$ cat config.mk
export PLATFORM = sky130hd
export DESIGN_NAME = multicycle_ctrl
export DESIGN_NICKNAME = d
export VERILOG_FILES = /design/src/rtl/multicycle_ctrl_pkg.sv /design/src/rtl/multicycle_ctrl_wait_timer.sv /design/src/rtl/multicycle_ctrl.sv
export SDC_FILE = /design/constraint.sdc
export NUM_CORES = 1
export LEC_CHECK = 0
export CAP_MARGIN = 10
export CORE_ASPECT_RATIO = 1.75
export CORE_MARGIN = 5
export CORE_UTILIZATION = 41
export DETAILED_ROUTE_END_ITERATION = 8
export DONT_BUFFER_PORTS = 1
export PLACE_DENSITY = 0.66
export SYNTH_ARGS = -nofsm -noshare
export SYNTH_HDL_FRONTEND = slang
export SYNTH_SLANG_ARGS = --single-unit
$ cat constraint.sdc
create_clock -name clk -period 2.35 [get_ports clk]
set_input_delay 0.5875 -clock clk [delete_from_list [all_inputs] [get_ports clk]]
set_output_delay 0.5875 -clock clk [all_outputs]
set_load 0.03 [all_outputs]
$ cat src/rtl/multicycle_ctrl_pkg.sv
`default_nettype none
// ============================================================================
// Package  : mips_defs
// Brief    : Shared MIPS encodings: opcodes, functs, ALU codes, mux selects
//            and small decode helpers used by the multicycle sequencer.
// Revision : 1.0 - initial release
// ============================================================================
package mips_defs;

    // Primary opcodes (IR[31:26])
    localparam logic [5:0] c_OP_RTYPE = 6'h00;
    localparam logic [5:0] c_OP_J     = 6'h02;
    localparam logic [5:0] c_OP_BEQ   = 6'h04;
    localparam logic [5:0] c_OP_BNE   = 6'h05;
    localparam logic [5:0] c_OP_ADDI  = 6'h08;
    localparam logic [5:0] c_OP_SLTI  = 6'h0A;
    localparam logic [5:0] c_OP_ANDI  = 6'h0C;
    localparam logic [5:0] c_OP_ORI   = 6'h0D;
    localparam logic [5:0] c_OP_LW    = 6'h23;
    localparam logic [5:0] c_OP_SW    = 6'h2B;

    // R-type function codes (IR[5:0])
    localparam logic [5:0] c_FN_ADD = 6'h20;
    localparam logic [5:0] c_FN_SUB = 6'h22;
    localparam logic [5:0] c_FN_AND = 6'h24;
    localparam logic [5:0] c_FN_OR  = 6'h25;
    localparam logic [5:0] c_FN_SLT = 6'h2A;

    // ALU operation codes
    localparam logic [2:0] c_ALU_ADD = 3'b010;
    localparam logic [2:0] c_ALU_SUB = 3'b110;
    localparam logic [2:0] c_ALU_AND = 3'b000;
    localparam logic [2:0] c_ALU_OR  = 3'b001;
    localparam logic [2:0] c_ALU_SLT = 3'b111;

    // ALU B operand select
    localparam logic [1:0] c_SRCB_REG   = 2'b00;
    localparam logic [1:0] c_SRCB_FOUR  = 2'b01;
    localparam logic [1:0] c_SRCB_IMM   = 2'b10;
    localparam logic [1:0] c_SRCB_BRIMM = 2'b11;

    // PC source select
    localparam logic [1:0] c_PCSRC_ALU    = 2'b00;
    localparam logic [1:0] c_PCSRC_ALUOUT = 2'b01;
    localparam logic [1:0] c_PCSRC_JUMP   = 2'b10;

    // Returns {valid, alu_ctrl} for an R-type funct field
    function automatic logic [3:0] funct_to_alu(input logic [5:0] funct);
        case (funct)
            c_FN_ADD: return {1'b1, c_ALU_ADD};
            c_FN_SUB: return {1'b1, c_ALU_SUB};
            c_FN_AND: return {1'b1, c_ALU_AND};
            c_FN_OR:  return {1'b1, c_ALU_OR};
            c_FN_SLT: return {1'b1, c_ALU_SLT};
            default:  return {1'b0, c_ALU_ADD};
        endcase
    endfunction

    // Returns {sign_ext, alu_ctrl} for an immediate-form opcode
    function automatic logic [3:0] imm_to_alu(input logic [5:0] op);
        case (op)
            c_OP_ADDI: return {1'b1, c_ALU_ADD};
            c_OP_SLTI: return {1'b1, c_ALU_SLT};
            c_OP_ORI:  return {1'b0, c_ALU_OR};
            c_OP_ANDI: return {1'b0, c_ALU_AND};
            default:   return {1'b1, c_ALU_ADD};
        endcase
    endfunction

endpackage
`default_nettype wire

$ cat src/rtl/multicycle_ctrl_wait_timer.sv
`default_nettype none
// ============================================================================
// Module   : mc_wait_timer
// Brief    : 8-bit memory wait counter. o_limit_hit flags that the current
//            cycle is the WAIT_LIMIT-th consecutive waiting cycle.
// Revision : 1.0 - initial release
// ============================================================================
module mc_wait_timer #(
    parameter int WAIT_LIMIT = 255
) (
    input  logic clk,
    input  logic rst,
    input  logic i_clear,
    input  logic i_enable,
    output logic o_limit_hit
);

    // Counter holds the number of waiting cycles already completed, so the
    // cycle being evaluated is number r_count + 1.
    localparam logic [7:0] c_LAST_IDX = 8'(WAIT_LIMIT - 1);

    logic [7:0] r_count;

    // Clear has priority; increment saturates so the counter never wraps
    always_ff @(posedge clk) begin
        if (rst || i_clear) begin
            r_count <= '0;
        end else if (i_enable && (r_count != 8'hFF)) begin
            r_count <= r_count + 8'd1;
        end
    end

    assign o_limit_hit = (r_count == c_LAST_IDX);

endmodule
`default_nettype wire

$ cat src/rtl/multicycle_ctrl.sv
`default_nettype none
// ============================================================================
// Module   : multicycle_ctrl
// Brief    : Moore sequencer for the multicycle MIPS datapath with a shared
//            memory port, mem_ready handshake and bounded wait.
// Revision : 1.0 - initial release
// ============================================================================
module multicycle_ctrl #(
    parameter int WAIT_LIMIT = 255
) (
    input  logic       clk,
    input  logic       rst,
    input  logic [5:0] op,
    input  logic [5:0] funct,
    input  logic       zero,
    input  logic       mem_ready,
    output logic       pc_en,
    output logic       iord,
    output logic       mem_rd,
    output logic       mem_wr,
    output logic       ir_wr,
    output logic       mem_to_reg,
    output logic       reg_dst,
    output logic       reg_wr,
    output logic       alu_src_a,
    output logic [1:0] alu_src_b,
    output logic [2:0] alu_ctrl,
    output logic [1:0] pc_src,
    output logic       sign_ext,
    output logic       instr_done,
    output logic       illegal_op,
    output logic       mem_timeout
);
    import mips_defs::*;

    typedef enum logic [3:0] {
        c_ST_FETCH   = 4'd0,
        c_ST_DECODE  = 4'd1,
        c_ST_MEM_ADR = 4'd2,
        c_ST_MEM_RD  = 4'd3,
        c_ST_MEM_WB  = 4'd4,
        c_ST_MEM_WR  = 4'd5,
        c_ST_EXEC_R  = 4'd6,
        c_ST_R_WB    = 4'd7,
        c_ST_EXEC_I  = 4'd8,
        c_ST_I_WB    = 4'd9,
        c_ST_BRANCH  = 4'd10,
        c_ST_JUMP    = 4'd11
    } state_t;

    state_t     r_state;
    state_t     w_next;
    logic       r_is_bne;
    logic [3:0] w_fn;
    logic [3:0] w_imm;
    logic       w_in_wait;
    logic       w_waiting;
    logic       w_limit_hit;
    logic       w_timeout;
    logic       w_clear;

    assign w_fn      = funct_to_alu(funct);
    assign w_imm     = imm_to_alu(op);
    assign w_in_wait = (r_state == c_ST_FETCH) || (r_state == c_ST_MEM_RD) ||
                       (r_state == c_ST_MEM_WR);
    assign w_waiting = w_in_wait && !mem_ready;
    assign w_timeout = w_waiting && w_limit_hit;
    // Any state change re-arms the counter; a FETCH timeout re-enters FETCH
    // without a state change, so it clears explicitly.
    assign w_clear   = (w_next != r_state) || w_timeout;

    mc_wait_timer #(
        .WAIT_LIMIT (WAIT_LIMIT)
    ) u_wait_timer (
        .clk         (clk),
        .rst         (rst),
        .i_clear     (w_clear),
        .i_enable    (w_waiting),
        .o_limit_hit (w_limit_hit)
    );

    // State register
    always_ff @(posedge clk) begin
        if (rst) begin
            r_state <= c_ST_FETCH;
        end else begin
            r_state <= w_next;
        end
    end

    // Branch sense captured while the opcode is decoded
    always_ff @(posedge clk) begin
        if (rst) begin
            r_is_bne <= 1'b0;
        end else if (r_state == c_ST_DECODE) begin
            r_is_bne <= (op == c_OP_BNE);
        end
    end

    // Next-state and control-word decode
    always_comb begin
        w_next      = r_state;
        pc_en       = 1'b0;
        iord        = 1'b0;
        mem_rd      = 1'b0;
        mem_wr      = 1'b0;
        ir_wr       = 1'b0;
        mem_to_reg  = 1'b0;
        reg_dst     = 1'b0;
        reg_wr      = 1'b0;
        alu_src_a   = 1'b0;
        alu_src_b   = c_SRCB_REG;
        alu_ctrl    = 3'b000;
        pc_src      = c_PCSRC_ALU;
        sign_ext    = 1'b1;
        instr_done  = 1'b0;
        illegal_op  = 1'b0;
        mem_timeout = 1'b0;
        case (r_state)
            c_ST_FETCH: begin
                mem_rd    = 1'b1;
                alu_src_b = c_SRCB_FOUR;
                alu_ctrl  = c_ALU_ADD;
                if (mem_ready) begin
                    ir_wr  = 1'b1;
                    pc_en  = 1'b1;
                    w_next = c_ST_DECODE;
                end else if (w_limit_hit) begin
                    mem_timeout = 1'b1;
                    w_next      = c_ST_FETCH;
                end
            end
            c_ST_DECODE: begin
                alu_src_b = c_SRCB_BRIMM;
                alu_ctrl  = c_ALU_ADD;
                case (op)
                    c_OP_LW, c_OP_SW: w_next = c_ST_MEM_ADR;
                    c_OP_RTYPE: begin
                        if (w_fn[3]) begin
                            w_next = c_ST_EXEC_R;
                        end else begin
                            illegal_op = 1'b1;
                            w_next     = c_ST_FETCH;
                        end
                    end
                    c_OP_ADDI, c_OP_SLTI, c_OP_ORI, c_OP_ANDI: w_next = c_ST_EXEC_I;
                    c_OP_BEQ, c_OP_BNE: w_next = c_ST_BRANCH;
                    c_OP_J: w_next = c_ST_JUMP;
                    default: begin
                        illegal_op = 1'b1;
                        w_next     = c_ST_FETCH;
                    end
                endcase
            end
            c_ST_MEM_ADR: begin
                alu_src_a = 1'b1;
                alu_src_b = c_SRCB_IMM;
                alu_ctrl  = c_ALU_ADD;
                w_next    = (op == c_OP_LW) ? c_ST_MEM_RD : c_ST_MEM_WR;
            end
            c_ST_MEM_RD: begin
                iord   = 1'b1;
                mem_rd = 1'b1;
                if (mem_ready) begin
                    w_next = c_ST_MEM_WB;
                end else if (w_limit_hit) begin
                    mem_timeout = 1'b1;
                    w_next      = c_ST_FETCH;
                end
            end
            c_ST_MEM_WB: begin
                mem_to_reg = 1'b1;
                reg_wr     = 1'b1;
                instr_done = 1'b1;
                w_next     = c_ST_FETCH;
            end
            c_ST_MEM_WR: begin
                iord   = 1'b1;
                mem_wr = 1'b1;
                if (mem_ready) begin
                    instr_done = 1'b1;
                    w_next     = c_ST_FETCH;
                end else if (w_limit_hit) begin
                    mem_timeout = 1'b1;
                    w_next      = c_ST_FETCH;
                end
            end
            c_ST_EXEC_R: begin
                alu_src_a = 1'b1;
                alu_src_b = c_SRCB_REG;
                alu_ctrl  = w_fn[2:0];
                w_next    = c_ST_R_WB;
            end
            c_ST_R_WB: begin
                reg_dst    = 1'b1;
                reg_wr     = 1'b1;
                instr_done = 1'b1;
                w_next     = c_ST_FETCH;
            end
            c_ST_EXEC_I, c_ST_I_WB: begin
                // Write-back keeps the immediate path stable while it retires
                alu_src_a = 1'b1;
                alu_src_b = c_SRCB_IMM;
                alu_ctrl  = w_imm[2:0];
                sign_ext  = w_imm[3];
                if (r_state == c_ST_EXEC_I) begin
                    w_next = c_ST_I_WB;
                end else begin
                    reg_wr     = 1'b1;
                    instr_done = 1'b1;
                    w_next     = c_ST_FETCH;
                end
            end
            c_ST_BRANCH: begin
                alu_src_a  = 1'b1;
                alu_src_b  = c_SRCB_REG;
                alu_ctrl   = c_ALU_SUB;
                pc_src     = c_PCSRC_ALUOUT;
                pc_en      = zero ^ r_is_bne;
                instr_done = 1'b1;
                w_next     = c_ST_FETCH;
            end
            c_ST_JUMP: begin
                pc_src     = c_PCSRC_JUMP;
                pc_en      = 1'b1;
                instr_done = 1'b1;
                w_next     = c_ST_FETCH;
            end
            default: w_next = c_ST_FETCH;
        endcase
    end

endmodule
`default_nettype wire

### Word level (Yosys, flattened, before mapping)

Cells that the tools add are included.
Widths: inputs -> output; s select.

| word-level totals | value |
|---|---|
| register bits | 13 |
| input port bits | 16 |
| output and inout port bits | 20 |

| operators by class | value |
|---|---|
| add/subtract/negate cells | 1 |
| equality and inequality tests | 28 |
| multiplexer cells | 33 |
| bitwise operators | 1 |
| reduce and logical (&&, ||, !) cells | 23 |

Operators with widths:

| operator | count |
|---|---|
| $eq 6x6->1 const B | 7 |
| $pmux 4 s5 | 2 |
| $pmux 4 s7 | 1 |
| $eq 6x4->1 const B | 4 |
| $mux 4 | 5 |
| $eq 4x3->1 const B | 4 |
| $eq 4x4->1 const B | 4 |
| $mux 1 | 15 |
| $eq 6x3->1 const B | 2 |
| $pmux 3 s4 | 1 |
| $pmux 4 s3 | 1 |
| $reduce_or 2->1 | 6 |
| $reduce_or 3->1 | 3 |
| $reduce_or 9->1 | 1 |
| $add 8x1->8 const B | 1 |
| $eq 4x2->1 const B | 2 |
| $eq 8x8->1 const B | 1 |
| $ne 8x8->1 const B | 1 |
| $reduce_or 4->1 | 2 |
| $eq 6x2->1 const B | 1 |
| $logic_not 6->1 | 1 |
| $mux 3 | 2 |
| $pmux 1 s3 | 2 |
| $pmux 2 s3 | 1 |
| 10 further kinds | 16 |

### Depth between registers and ports, before layout

| depth | value |
|---|---|
| depth in word-level cells | 8 |
| gate-level depth with buffers | 7 |

### Hierarchy

Synthesis repeated with hierarchy kept, for this count alone.

| second synthesis, totals | value |
|---|---|
| cells, all modules | 168 |
| area total of the unflattened synthesis | 1,204.9 um2 |

Modules (own cells, without submodules):

| module | instances | cells an instance | area each (um2) |
|---|---|---|---|
| multicycle_ctrl | 1 | 118 | 755.7 |
| mc_wait_timer | 1 | 50 | 449.2 |

### Worst setup path after synthesis

OpenSTA, ideal clock, no wires.

| timing path | value |
|---|---|
| path type | in2out |
| from | input port op[1] |
| to | output port alu_ctrl[2] |
| arrival | 2,028 ps |
| path slack | -266 ps |
| stages | 4 |
| path buffers | 0 |
| cells stage by stage | or2b_1 > or4_1 > o31a_1 > o22ai_1 |

| on the way | value |
|---|---|
| cells in the longest elaborated chain, start to end | 3 |
| elaborated cells between the ends (all ways) | 5 |

Ends and longest elaborated chain:

| item | RTL line | source |
|---|---|---|
| start, declared | multicycle_ctrl.sv:13 | `input logic [5:0] op,` |
| $eq 6x4->1 | multicycle_ctrl_pkg.sv:61 | `case (op)` |
| $pmux 4 s3 (*) | multicycle_ctrl_pkg.sv:61 |  |
| $pmux 3 s4 (*) | multicycle_ctrl.sv:119 | `case (r_state)` |
| end, declared | multicycle_ctrl.sv:27 | `output logic [2:0] alu_ctrl,` |

Every way passes the cells marked *; elsewhere a longest branch is shown, timed or not.

### Worst setup path in the final report

Ends and elaborated chain as after synthesis.

==> metrics.yaml <==
global_routing:
  grt.busiest_layer: "met2"
  grt_first_pass_wirelength_um: 6113
  first_global_vias: 1412
  grtUsageMet2_pct: 35.20
  grt_overflow_total: 0
  grt_max_degree: 13
  grt_use_met3_pct: 3.950
  met1_usage_pct: 18.27
  antenna_found_initial: 0
  grt_use_total_pct: 18.76
route:
  drt-total-wl_um: 3644
  viasPerCell: 6.027
  vias: 1362
  ant_nets: 0
  drtIter0Drc: 41
  wl_per_cell_um: 16.12
  drc: 0
  first_pass_iters: 6
timing:
  grt_setup_unrepaired: "true"
  hold_viol: 0
  slew_headroom_pct: 68.31
  fin_crit_sh_pct: 100.9
  fmax_mhz: 421.7
  fin_crit_ns: 2.371
  worst_pin_slew_ns: 0.4717
  worst_slack_ns: -0.02134
  finClkSkew_ns: 0.002465
  maxSlewViolCount: 0
  setup_viol: 1
pwr:
  clkPwrFrac_pct: 35.7
  swShare_pct: 28.70
  p_int_uw: 397.9
  p_comb_share_pct: 22.5
  totalPowerFinal_uw: 558.0
  seqPwrFrac_pct: 41.8
  power-per-cell-area_nw_per_um2: 364.4
  leakagePower_uw: 0.0005576
  ir_drop_mv: 0.3230
  switchingPower_uw: 160.2
setup_path:
  max_stage_delay_ns: 0.43
  timing.critical_path.buf_inv: 1
  cp_cell_sequence: "or2b_1 -> or4_4 -> o31a_1 -> o22ai_2 -> buf_6"
  crit_path_end_kind: "output port"
  rr_startpoint: "r_state[3]"
  reg2reg_to: "u_wait_timer.r_count[1]"
  cp-start-kind: "primary input"
  crit_fanout: 5
  required_ns: 1.76
  r2r_slack_ns: 0.36
  cp.arrival_ns: 1.78
  r2r_cells: 6
  cpLargestDelayFamily: "simple AND/OR/NAND/NOR gates"
  critPathKind: "primary input to output port"
  crit_slowest_cell: "or4_4"
placement:
  dp_worst_setup_slack_ns: -0.09755
  place_inst: 218
  port_buffers: 0
  place_hpwl_um: 2911
  gp_congestion: 0.8905
layout:
  fill_cells: 276
  antenna_cells: 0
  fin_cells: 226
  drive_gt1_share_pct: 24.75
  final_common_cell: "nor2_1"
  final_cell_mix: "nor2_1, buf_4, nand2b_1, dfxtp_1, nor3_1"
  syn_to_final_growth_pct: 24.77
  nets: 217
synthesis:
  synth_top_area_share_pct: 21.20
  synth_ff_type: "dfxtp_1"
  synth_edf_count: 0
  synth.net_count: 190
  synth_seq_cells: 13
  synth_area_um2: 1227
  synth-seq-area-share_pct: 21.20
  synth_area_per_cell_um2: 7.136
  yosys.area.top_type: "dfxtp_1"
  syn_inst: 172
  ys_async_sr_fraction_pct: 0
  yosys-top-cells-area: "dfxtp_1, nor2_1, nand2b_1"
  synth_warnings: 0
  synthDistinctLibCells: 45
clock_network:
  postCtsHoldBufs: 0
  root_buffer: "clkbuf_8"
  cts_buffers: 3
  cts_num_sinks: 13
  htreeDepth: 1
  clkLatencyLatePin_ns: 0.25
  clk_pin_slew_ns: 0.05
  cts_tree: "done"
  ctsLongestPathBuffers: 2
floorplan:
  core_um2: 2895
  dieHeight_um: 82.38
  io-pin-count: 36
  num_rows: 26
  fp.dieW_um: 51.36
  start_util_pct: 42.39
  dieArea_um2: 4231
outcome:
  status: "complete, but fails checks"
  violations: "setup timing"
min_path:
  min_path_type: "primary input to flop"
  hp-start: "rst"
  holdPathEnd: "r_state[1]"
  min_path_cells: 1
job:
  drv_cap: 0
[power by group through the flow]
stage | combinational [uW] | sequential (uW) | clock [uW]
floorplan | 96.7 | 233 | 0
global placement | 115 | 236 | 0
detailed placement | 118 | 237 | 0
CTS | 120 | 232 | 206
global route | 137 | 234 | 221
finish | 126 | 233 | 199
[through the flow]
step	utilization (%)	hold slack (ns)	cell area [um^2]	TNS (ns)
after floorplan	-	0.4375	1240	-0.07919
after CTS	51.73	0.3963	1498	-0.06627
after global routing	52.90	0.3888	1531	-0.06774
after global placement	49.61	0.4452	1436	-0.06821
final	52.90	0.4000	1531	-0.02134
after detailed placement	49.61	0.4493	1436	-0.09755
[layout make-up]
class / instances / area [um^2] / share of cell area, %
Multi-Input combinational cell: 145 / 940.9 / 61.44
Sequential cell: 13 / 262.8 / 17.16
Timing Repair Buffer: 29 / 221.5 / 14.46
Clock buffer: 4 / 45.04 / 2.941
Tap cell: 28 / 35.03 / 2.288
Inverter: 7 / 26.28 / 1.716
[synthesized netlist by cell type (2+ instances only)]
master and n:
a21oi_1 5, inv_1 7, clkbuf_1 7, nor4_1 7, nor3_1 10, a31oi_1 2, o31ai_1 2, or2_2 2
nand2b_1 11, and3_1 2, o22ai_1 4, o211ai_1 2, or4_1 2, xnor2_1 7, dfxtp_1 13, a21boi_0 2
xor2_1 2, or3_1 4, o21ai_0 6, nand2_1 9, nand4_1 5, nand3_1 5, nor2_1 32, ha_1 2
o21a_1 2
[state kept, by name (all words and copies together), names as in the netlist]
| name | flops |
|---|---|
| u_wait_timer.r_count | 8 |
| r_state | 4 |
| r_is_bne | 1 |
[logic make-up after synthesis]
family,Yosys count,share of synthesized area [%]
buf+inv,14,4.282
simple gates,97,43.12
xor+xnor,9,6.422
fa+ha+maj,2,2.038
compound gates,36,22.12
flops,13,21.20
mux,1,0.8155
[per-layer routing]
metal	part of all wire, %	up-vias	wire [um]
li1	-	686	-
met1	37	626	1350
met2	54	37	1965
met3	5.1	13	185
met4	3.9	0	142
met5	0	-	0
[worst reg2reg max path: cells and delay by family, from the launching register on]
family                 cells  cell delay, ns
buffers and inverters      1            0.17
flip-flops                 1            0.41
AND/OR/NAND/NOR            3            0.82
AO/OA/AOI/OAI              2            0.52
[what timing repair did]
action | CTS | global route
setup buffers | 1 | 3
gates cloned | 0 | 0
pin swaps | 2 | 2
setup endpoints to repair | 2 | 3
resized for setup | 3 | 3
[worst max-delay path by stage]
stage / cells after the start / end / slack [ns] / start
global route: 5 / alu_ctrl[2] / -0.07 / op[1]
finish: 5 / alu_ctrl[2] / -0.02 / op[1]
floorplan: 4 / alu_ctrl[2] / -0.08 / op[1]
detailed placement: 5 / alu_ctrl[2] / -0.1 / op[1]
CTS: 5 / alu_ctrl[2] / -0.07 / op[1]
global placement: 5 / alu_ctrl[2] / -0.07 / op[1]
Power figures use the tool's default switching activity.
